[src/rtl/mem_lsu_pkg.sv]
// Shared definitions for the MIPS32 memory-access stage: opcodes, FSM
// encoding and byte-lane select constants.
package mem_defs;

  localparam logic [7:0] OP_LB  = 8'b11100000;
  localparam logic [7:0] OP_LBU = 8'b11100100;
  localparam logic [7:0] OP_LH  = 8'b11100001;
  localparam logic [7:0] OP_LHU = 8'b11100101;
  localparam logic [7:0] OP_LW  = 8'b11100011;
  localparam logic [7:0] OP_SB  = 8'b11101000;
  localparam logic [7:0] OP_SH  = 8'b11101001;
  localparam logic [7:0] OP_SW  = 8'b11101011;

  localparam logic [4:0] NOP_REG_ADDR = 5'b00000;

  typedef enum logic [1:0] {
    ST_IDLE     = 2'd0,
    ST_WAIT_ACK = 2'd1,
    ST_DONE     = 2'd2
  } lsu_state_t;

  // Lane bit 3 carries bits 31:24 (big-endian byte 0).
  localparam logic [3:0] SEL_NONE = 4'b0000;
  localparam logic [3:0] SEL_B0   = 4'b1000;
  localparam logic [3:0] SEL_H0   = 4'b1100;
  localparam logic [3:0] SEL_H1   = 4'b0011;
  localparam logic [3:0] SEL_W    = 4'b1111;

  function automatic logic [3:0] byte_sel(input logic [1:0] addr_lo);
    return SEL_B0 >> addr_lo;
  endfunction

endpackage

[src/rtl/mem_lsu_fmt.sv]
// Combinational access formatting: decode/alignment and store lanes for the
// incoming op, big-endian extraction and extension for the captured load.
module lsu_fmt
  import mem_defs::*;
(
  input  logic [7:0]  op,
  input  logic [1:0]  addr_lo,
  input  logic [31:0] reg2,
  output logic        mem_op,
  output logic        load,
  output logic        misaligned,
  output logic [3:0]  sel,
  output logic [31:0] wdata,
  input  logic [7:0]  ld_op,
  input  logic [1:0]  ld_addr_lo,
  input  logic [31:0] rdata,
  output logic [31:0] ld_data
);

  logic [7:0]  ld_byte;
  logic [15:0] ld_half;

  always_comb begin
    mem_op     = 1'b0;
    load       = 1'b0;
    misaligned = 1'b0;
    sel        = SEL_NONE;
    wdata      = reg2;
    case (op)
      OP_LB, OP_LBU: begin
        mem_op = 1'b1;
        load   = 1'b1;
        sel    = byte_sel(addr_lo);
      end
      OP_LH, OP_LHU: begin
        mem_op     = 1'b1;
        load       = 1'b1;
        misaligned = addr_lo[0];
        sel        = addr_lo[1] ? SEL_H1 : SEL_H0;
      end
      OP_LW: begin
        mem_op     = 1'b1;
        load       = 1'b1;
        misaligned = |addr_lo;
        sel        = SEL_W;
      end
      OP_SB: begin
        mem_op = 1'b1;
        sel    = byte_sel(addr_lo);
        wdata  = {4{reg2[7:0]}};
      end
      OP_SH: begin
        mem_op     = 1'b1;
        misaligned = addr_lo[0];
        sel        = addr_lo[1] ? SEL_H1 : SEL_H0;
        wdata      = {2{reg2[15:0]}};
      end
      OP_SW: begin
        mem_op     = 1'b1;
        misaligned = |addr_lo;
        sel        = SEL_W;
      end
      default: ;
    endcase
  end

  always_comb begin
    ld_byte = rdata[31:24];
    case (ld_addr_lo)
      2'd0: ld_byte = rdata[31:24];
      2'd1: ld_byte = rdata[23:16];
      2'd2: ld_byte = rdata[15:8];
      2'd3: ld_byte = rdata[7:0];
      default: ;
    endcase
    ld_half = ld_addr_lo[1] ? rdata[15:0] : rdata[31:16];
    case (ld_op)
      OP_LB:   ld_data = {{24{ld_byte[7]}}, ld_byte};
      OP_LBU:  ld_data = {24'd0, ld_byte};
      OP_LH:   ld_data = {{16{ld_half[15]}}, ld_half};
      OP_LHU:  ld_data = {16'd0, ld_half};
      default: ld_data = rdata;
    endcase
  end

endmodule

[src/rtl/mem_lsu.sv]
// MEM stage: passes non-memory ops through and runs one request/ack bus
// transaction per load/store, stalling the front of the pipe meanwhile.
module mem_lsu
  import mem_defs::*;
#(
  parameter int TIMEOUT_CYCLES = 255
) (
  input  logic        clk,
  input  logic        rst,
  input  logic [4:0]  mem_wd_i,
  input  logic        mem_wreg_i,
  input  logic [31:0] mem_wdata_i,
  input  logic [31:0] mem_hi_i,
  input  logic [31:0] mem_lo_i,
  input  logic        mem_whilo_i,
  input  logic [7:0]  mem_aluop_i,
  input  logic [31:0] mem_addr_i,
  input  logic [31:0] mem_reg2_i,
  output logic [4:0]  mem_wd,
  output logic        mem_wreg,
  output logic [31:0] mem_wdata,
  output logic [31:0] mem_hi,
  output logic [31:0] mem_lo,
  output logic        mem_whilo,
  output logic        dbus_req,
  output logic        dbus_we,
  output logic [31:0] dbus_addr,
  output logic [3:0]  dbus_sel,
  output logic [31:0] dbus_wdata,
  input  logic [31:0] dbus_rdata,
  input  logic        dbus_ack,
  output logic        stallreq,
  output logic        addr_err,
  output logic        bus_err,
  output logic [1:0]  lsu_state
);

  localparam int CW = $clog2(TIMEOUT_CYCLES + 1);

  lsu_state_t  state_q, state_d;
  logic [CW-1:0] cnt_q;
  logic [31:0] ld_buf_q;
  logic        req_q, we_q, timed_out_q, bus_err_q;
  logic [31:0] addr_q, wdata_q;
  logic [3:0]  sel_q;
  logic [7:0]  op_q;
  logic [1:0]  alo_q;

  logic        acc_mem, acc_load, acc_misaligned;
  logic [3:0]  acc_sel;
  logic [31:0] acc_wdata, ld_data;
  logic        go, timeout_hit;

  lsu_fmt u_fmt (
    .op         (mem_aluop_i),
    .addr_lo    (mem_addr_i[1:0]),
    .reg2       (mem_reg2_i),
    .mem_op     (acc_mem),
    .load       (acc_load),
    .misaligned (acc_misaligned),
    .sel        (acc_sel),
    .wdata      (acc_wdata),
    .ld_op      (op_q),
    .ld_addr_lo (alo_q),
    .rdata      (dbus_rdata),
    .ld_data    (ld_data)
  );

  assign go          = (state_q == ST_IDLE) && acc_mem && !acc_misaligned;
  assign timeout_hit = (cnt_q == CW'(TIMEOUT_CYCLES - 1));

  always_comb begin
    state_d = state_q;
    case (state_q)
      ST_IDLE:     if (go) state_d = ST_WAIT_ACK;
      ST_WAIT_ACK: if (dbus_ack || timeout_hit) state_d = ST_DONE;
      ST_DONE:     state_d = ST_IDLE;
      default:     state_d = ST_IDLE;
    endcase
  end

  always_ff @(posedge clk) begin
    if (rst) begin
      state_q     <= ST_IDLE;
      cnt_q       <= '0;
      ld_buf_q    <= '0;
      req_q       <= 1'b0;
      we_q        <= 1'b0;
      addr_q      <= '0;
      wdata_q     <= '0;
      sel_q       <= SEL_NONE;
      op_q        <= '0;
      alo_q       <= '0;
      timed_out_q <= 1'b0;
      bus_err_q   <= 1'b0;
    end else begin
      state_q   <= state_d;
      bus_err_q <= 1'b0;
      case (state_q)
        ST_IDLE: begin
          if (go) begin
            req_q       <= 1'b1;
            we_q        <= !acc_load;
            addr_q      <= {mem_addr_i[31:2], 2'b00};
            sel_q       <= acc_sel;
            wdata_q     <= acc_wdata;
            op_q        <= mem_aluop_i;
            alo_q       <= mem_addr_i[1:0];
            cnt_q       <= '0;
            timed_out_q <= 1'b0;
          end
        end
        ST_WAIT_ACK: begin
          cnt_q <= cnt_q + CW'(1);
          if (dbus_ack) begin
            ld_buf_q <= ld_data;
            req_q    <= 1'b0;
          end else if (timeout_hit) begin
            // bus_err is registered, so it lands in the DONE cycle
            req_q       <= 1'b0;
            timed_out_q <= 1'b1;
            bus_err_q   <= 1'b1;
          end
        end
        default: ;
      endcase
    end
  end

  always_comb begin
    mem_wd    = mem_wd_i;
    mem_wreg  = mem_wreg_i;
    mem_wdata = mem_wdata_i;
    mem_hi    = mem_hi_i;
    mem_lo    = mem_lo_i;
    mem_whilo = mem_whilo_i;
    stallreq  = 1'b0;
    addr_err  = 1'b0;
    if (rst) begin
      mem_wd    = NOP_REG_ADDR;
      mem_wreg  = 1'b0;
      mem_wdata = '0;
      mem_hi    = '0;
      mem_lo    = '0;
      mem_whilo = 1'b0;
    end else begin
      case (state_q)
        ST_IDLE: begin
          if (acc_mem) begin
            mem_wreg  = 1'b0;
            mem_whilo = 1'b0;
            if (acc_misaligned) addr_err = 1'b1;
            else                stallreq = 1'b1;
          end
        end
        ST_WAIT_ACK: begin
          mem_wreg  = 1'b0;
          mem_whilo = 1'b0;
          stallreq  = 1'b1;
        end
        ST_DONE: begin
          mem_wreg  = mem_wreg_i && !timed_out_q;
          mem_whilo = 1'b0;
          if (!we_q) mem_wdata = ld_buf_q;
        end
        default: ;
      endcase
    end
  end

  // Request drops in the reset cycle itself rather than one edge later
  assign dbus_req   = req_q && !rst;
  assign dbus_we    = we_q && !rst;
  assign dbus_addr  = addr_q;
  assign dbus_sel   = sel_q;
  assign dbus_wdata = wdata_q;
  assign bus_err    = bus_err_q && !rst;
  assign lsu_state  = state_q;

endmodule

[config.mk]
export PLATFORM = sky130hd
export DESIGN_NAME = mem_lsu
export DESIGN_NICKNAME = d
export VERILOG_FILES = /design/src/rtl/mem_lsu_pkg.sv /design/src/rtl/mem_lsu_fmt.sv /design/src/rtl/mem_lsu.sv
export SDC_FILE = /design/constraint.sdc
export NUM_CORES = 1
export LEC_CHECK = 0
export ABC_AREA = 0
export CORE_ASPECT_RATIO = 0.5
export CORE_MARGIN = 2
export CORE_UTILIZATION = 35
export DETAILED_ROUTE_END_ITERATION = 8
export MAX_ROUTING_LAYER = met4
export PLACE_DENSITY_LB_ADDON = 0.08
export SETUP_SLACK_MARGIN = 0.5
export SKIP_LAST_GASP = 1
export SLEW_MARGIN = 40
export SYNTH_ARGS = -nofsm -noshare
export SYNTH_HDL_FRONTEND = slang
export SYNTH_SLANG_ARGS = --single-unit
[constraint.sdc]
create_clock -name clk -period 2 [get_ports clk]
set_input_delay 0.4 -clock clk [delete_from_list [all_inputs] [get_ports clk]]
set_output_delay 0.4 -clock clk [all_outputs]
set_load 0.02 [all_outputs]
==> flow_summary.ini <==
[sta]
timing_hold_violations_final = 0
fmax_mhz = 465
period_needed_ns = 2.15
slew_violations = 0
worst_slew_pin_slew_ns = 0.594
period_share_pct = 108
setup-violations-final = 35
fin_skew_ns = 0.0107
timing.hold.ws_ns = 0.318
relSlewSlack_pct = 60.4
rsz0062_at_grt = yes
setup_tns_ns = -2.95
final.setup.worst_slack_ns = -0.151

[setup_path]
arrival_ns = 1.75
crit_path_frequent_cell = buf_6
setup.worst_path.end_class = output pin
cp_slowest_cell = dfxtp_4
cp_cell_sequence = nor2_4, and2_4, buf_6, buf_12, buf_16, nand2_4, a21oi_4, buf_6
path_class = reg -> out
cp-start-kind = flop
crit_fanout = 6
crit_required_ns = 1.60
slowest_delay_ns = 0.35

[place]
gp_congestion = 0.887
dp_cells = 1540
place_area_sq_um = 12400
placement.io_buffers = 385
place_ws_ns = -0.793
hpwl_um = 22300

[layout]
nFillCells = 1217
layout_commonest_cell = clkdlybuf4s50_1
fin_cells = 1654
nNetsFinal = 1584
final_cell_mix = 129 x clkdlybuf4s50_1, 128 x buf_4, 117 x dfxtp_1
finalInstanceArea_sq_um = 15500
syn2layout_area_growth_pct = 127
seq_area_sq_um = 2450
final_core_util_pct = 80.4
drive_gt1_share_pct = 46.0
multiInputGateArea_sq_um = 6030

[clock_network]
cts.clk_slew.worst_paths_ns = 0.06
cts_buffers = 17
cts_sinks = 122
cts_tree = built
ctsRootBufferMaster = clkbuf_16
cts_hold_buffers = 0
insertion_delay_ns = 0.43
htree_levels = 4
clockBufferDepth = 2

[floorplanning]
core_sq_um = 19300
die_x_um = 202
die_area_sq_um = 20800
ios = 388
die_h_um = 103
initial_core_util_pct = 35.5
row_count = 36

[route]
post_drt_wl_per_cell_um = 21.7
drt_iter0_drc = 557
viasPerCell = 5.46
vias = 9036
drt_wl_total_um = 35800
firstDrtPassIters = 8
ant_nets = 0
drc = 0

[global_routing]
grt_max_degree = 51
grt-ovfl-total = 0
globalRouteMet1Util_pct = 39.3
grt_pass1_vias = 8593
grt_pass1_wl_um = 49000
track_usage_pct = 31.5
globalRouteMet2Util_pct = 52.4
antenna_found_initial = 1
use_met3_pct = 6.13
top_usage_layer = met2

[synth]
netlist_top_cells_area = dfxtp_1 36%, a21oi_1 9.6%, nor2b_1 6.8%, nand2_1 5.4%, o21ai_0 4.7%
synthFlopType = dfxtp_1
synth_top_area_share_pct = 35.6
synth_cell_types = 59
yosysTopAreaCell = dfxtp_1
ys.warnings.count = 0
ys_seq_area_share_pct = 35.6
ys_async_sr_fraction_pct = 0
synth_seq_cells = 122
netlist_instances = 887
syn_area_sq_um = 6860
syn_area_per_cell_sq_um = 7.73
synth_edf_count = 0

[power_and_ir_drop]
power_mw = 7.49
powerDensity_nw_per_um2 = 482
vdd_ir_drop_max_mv = 0.572
leakagePower_nw = 7.30

[run]
drv_cap = 0

[status]
status = complete, but fails checks
violations = setup timing

[min_path]
min_path_type = in -> reg
-- critical path: cells and delay by family, from the launching register on --
family	cells	cell delay, ns
buffers and inverters	4	0.49
AO/OA/AOI/OAI	1	0.12
AND/OR/NAND/NOR	3	0.37
flip-flops	1	0.35
-- metal layers --
layer,up-vias,routed length [um]
met2,385,17600
li1,4155,-
met3,70,2180
met5,-,0
met4,0,855
met1,4426,15200
-- cell usage after synthesis, types with 2 or more instances --
cell and number:
mux2i_1 17, dfxtp_1 122, buf_4 5, nor2_1 42
nand4_1 2, clkbuf_1 67, o31ai_1 3, inv_1 13
a221oi_1 5, o2111ai_1 8, a211oi_1 33, nor2b_1 75
a32o_1 5, nand2b_1 5, a41oi_1 2, o21a_1 3
and2_1 13, nand3b_1 3, and4b_1 2, nor4_1 8
or2_2 2, mux4_2 7, buf_2 13, buf_6 2
ha_1 2, a21oi_1 132, o211ai_1 6, mux2_2 8
a311oi_1 11, nand2_1 98, buf_1 9, a2111oi_2 7
nand3_1 55, o21ai_0 64, a221oi_2 2, nor3_1 13
-- report_power, final --
group	switching, mW	internal, mW	total (mW)
combinational	0.859	0.896	1.76
sequential	0.0230	2.46	2.48
clock	1.25	2.00	3.26
-- layout make-up --
type | instances | area share [%]
Antenna cell | 3 | 0.0483
Clock buffer | 19 | 2.85
Clock inverter | 13 | 1.08
Inverter | 13 | 0.314
Multi-Input combinational cell | 658 | 38.8
Sequential cell | 122 | 15.8
Tap cell | 266 | 2.14
Timing Repair Buffer | 560 | 38.9
-- cells by family (layout without fill, tap and decap cells) --
logic type | Yosys count | after routing | synth area share, %
compound gates | 292 | 293 | 26.8
xor+xnor | 1 | 1 | 0.128
fa+ha+maj | 2 | 2 | 0.365
buf+inv | 109 | 605 | 6.70
flops | 122 | 122 | 35.6
mux | 32 | 32 | 6.09
other cells | 1 | 5 | 0.0547
simple gates | 328 | 328 | 24.2
-- flip-flops by register name (all words and copies together), names as in the netlist, 2 cells and up --
| register | count |
|---|---|
| dbus_addr | 30 |
| dbus_wdata | 32 |
| alo_q | 2 |
| lsu_state | 2 |
| op_q | 8 |
| dbus_sel | 4 |
| cnt_q | 8 |
| ld_buf_q | 32 |
-- worst paths after layout --
kind / startpoint / to / slack (ns) / cells past startpoint
max reg2reg: op_q[1] / ld_buf_q[6] / 0.02 / 6
min reg2reg: dbus_sel[0] / dbus_sel[0] / 0.48 / 1
min: rst / op_q[2] / 0.32 / 3
max: lsu_state[0] / mem_wdata[26] / -0.15 / 8
-- what timing repair did --
| item | in CTS | in global routing |
|---|---|---|
| endpoints found under the setup margin | 296 | 263 |
| cloned | 13 | 8 |
| buffers inserted | 34 | 24 |
| gates resized for setup | 833 | 270 |
| pin swaps | 81 | 120 |
Note: power is estimated with default switching activity, not from simulation.
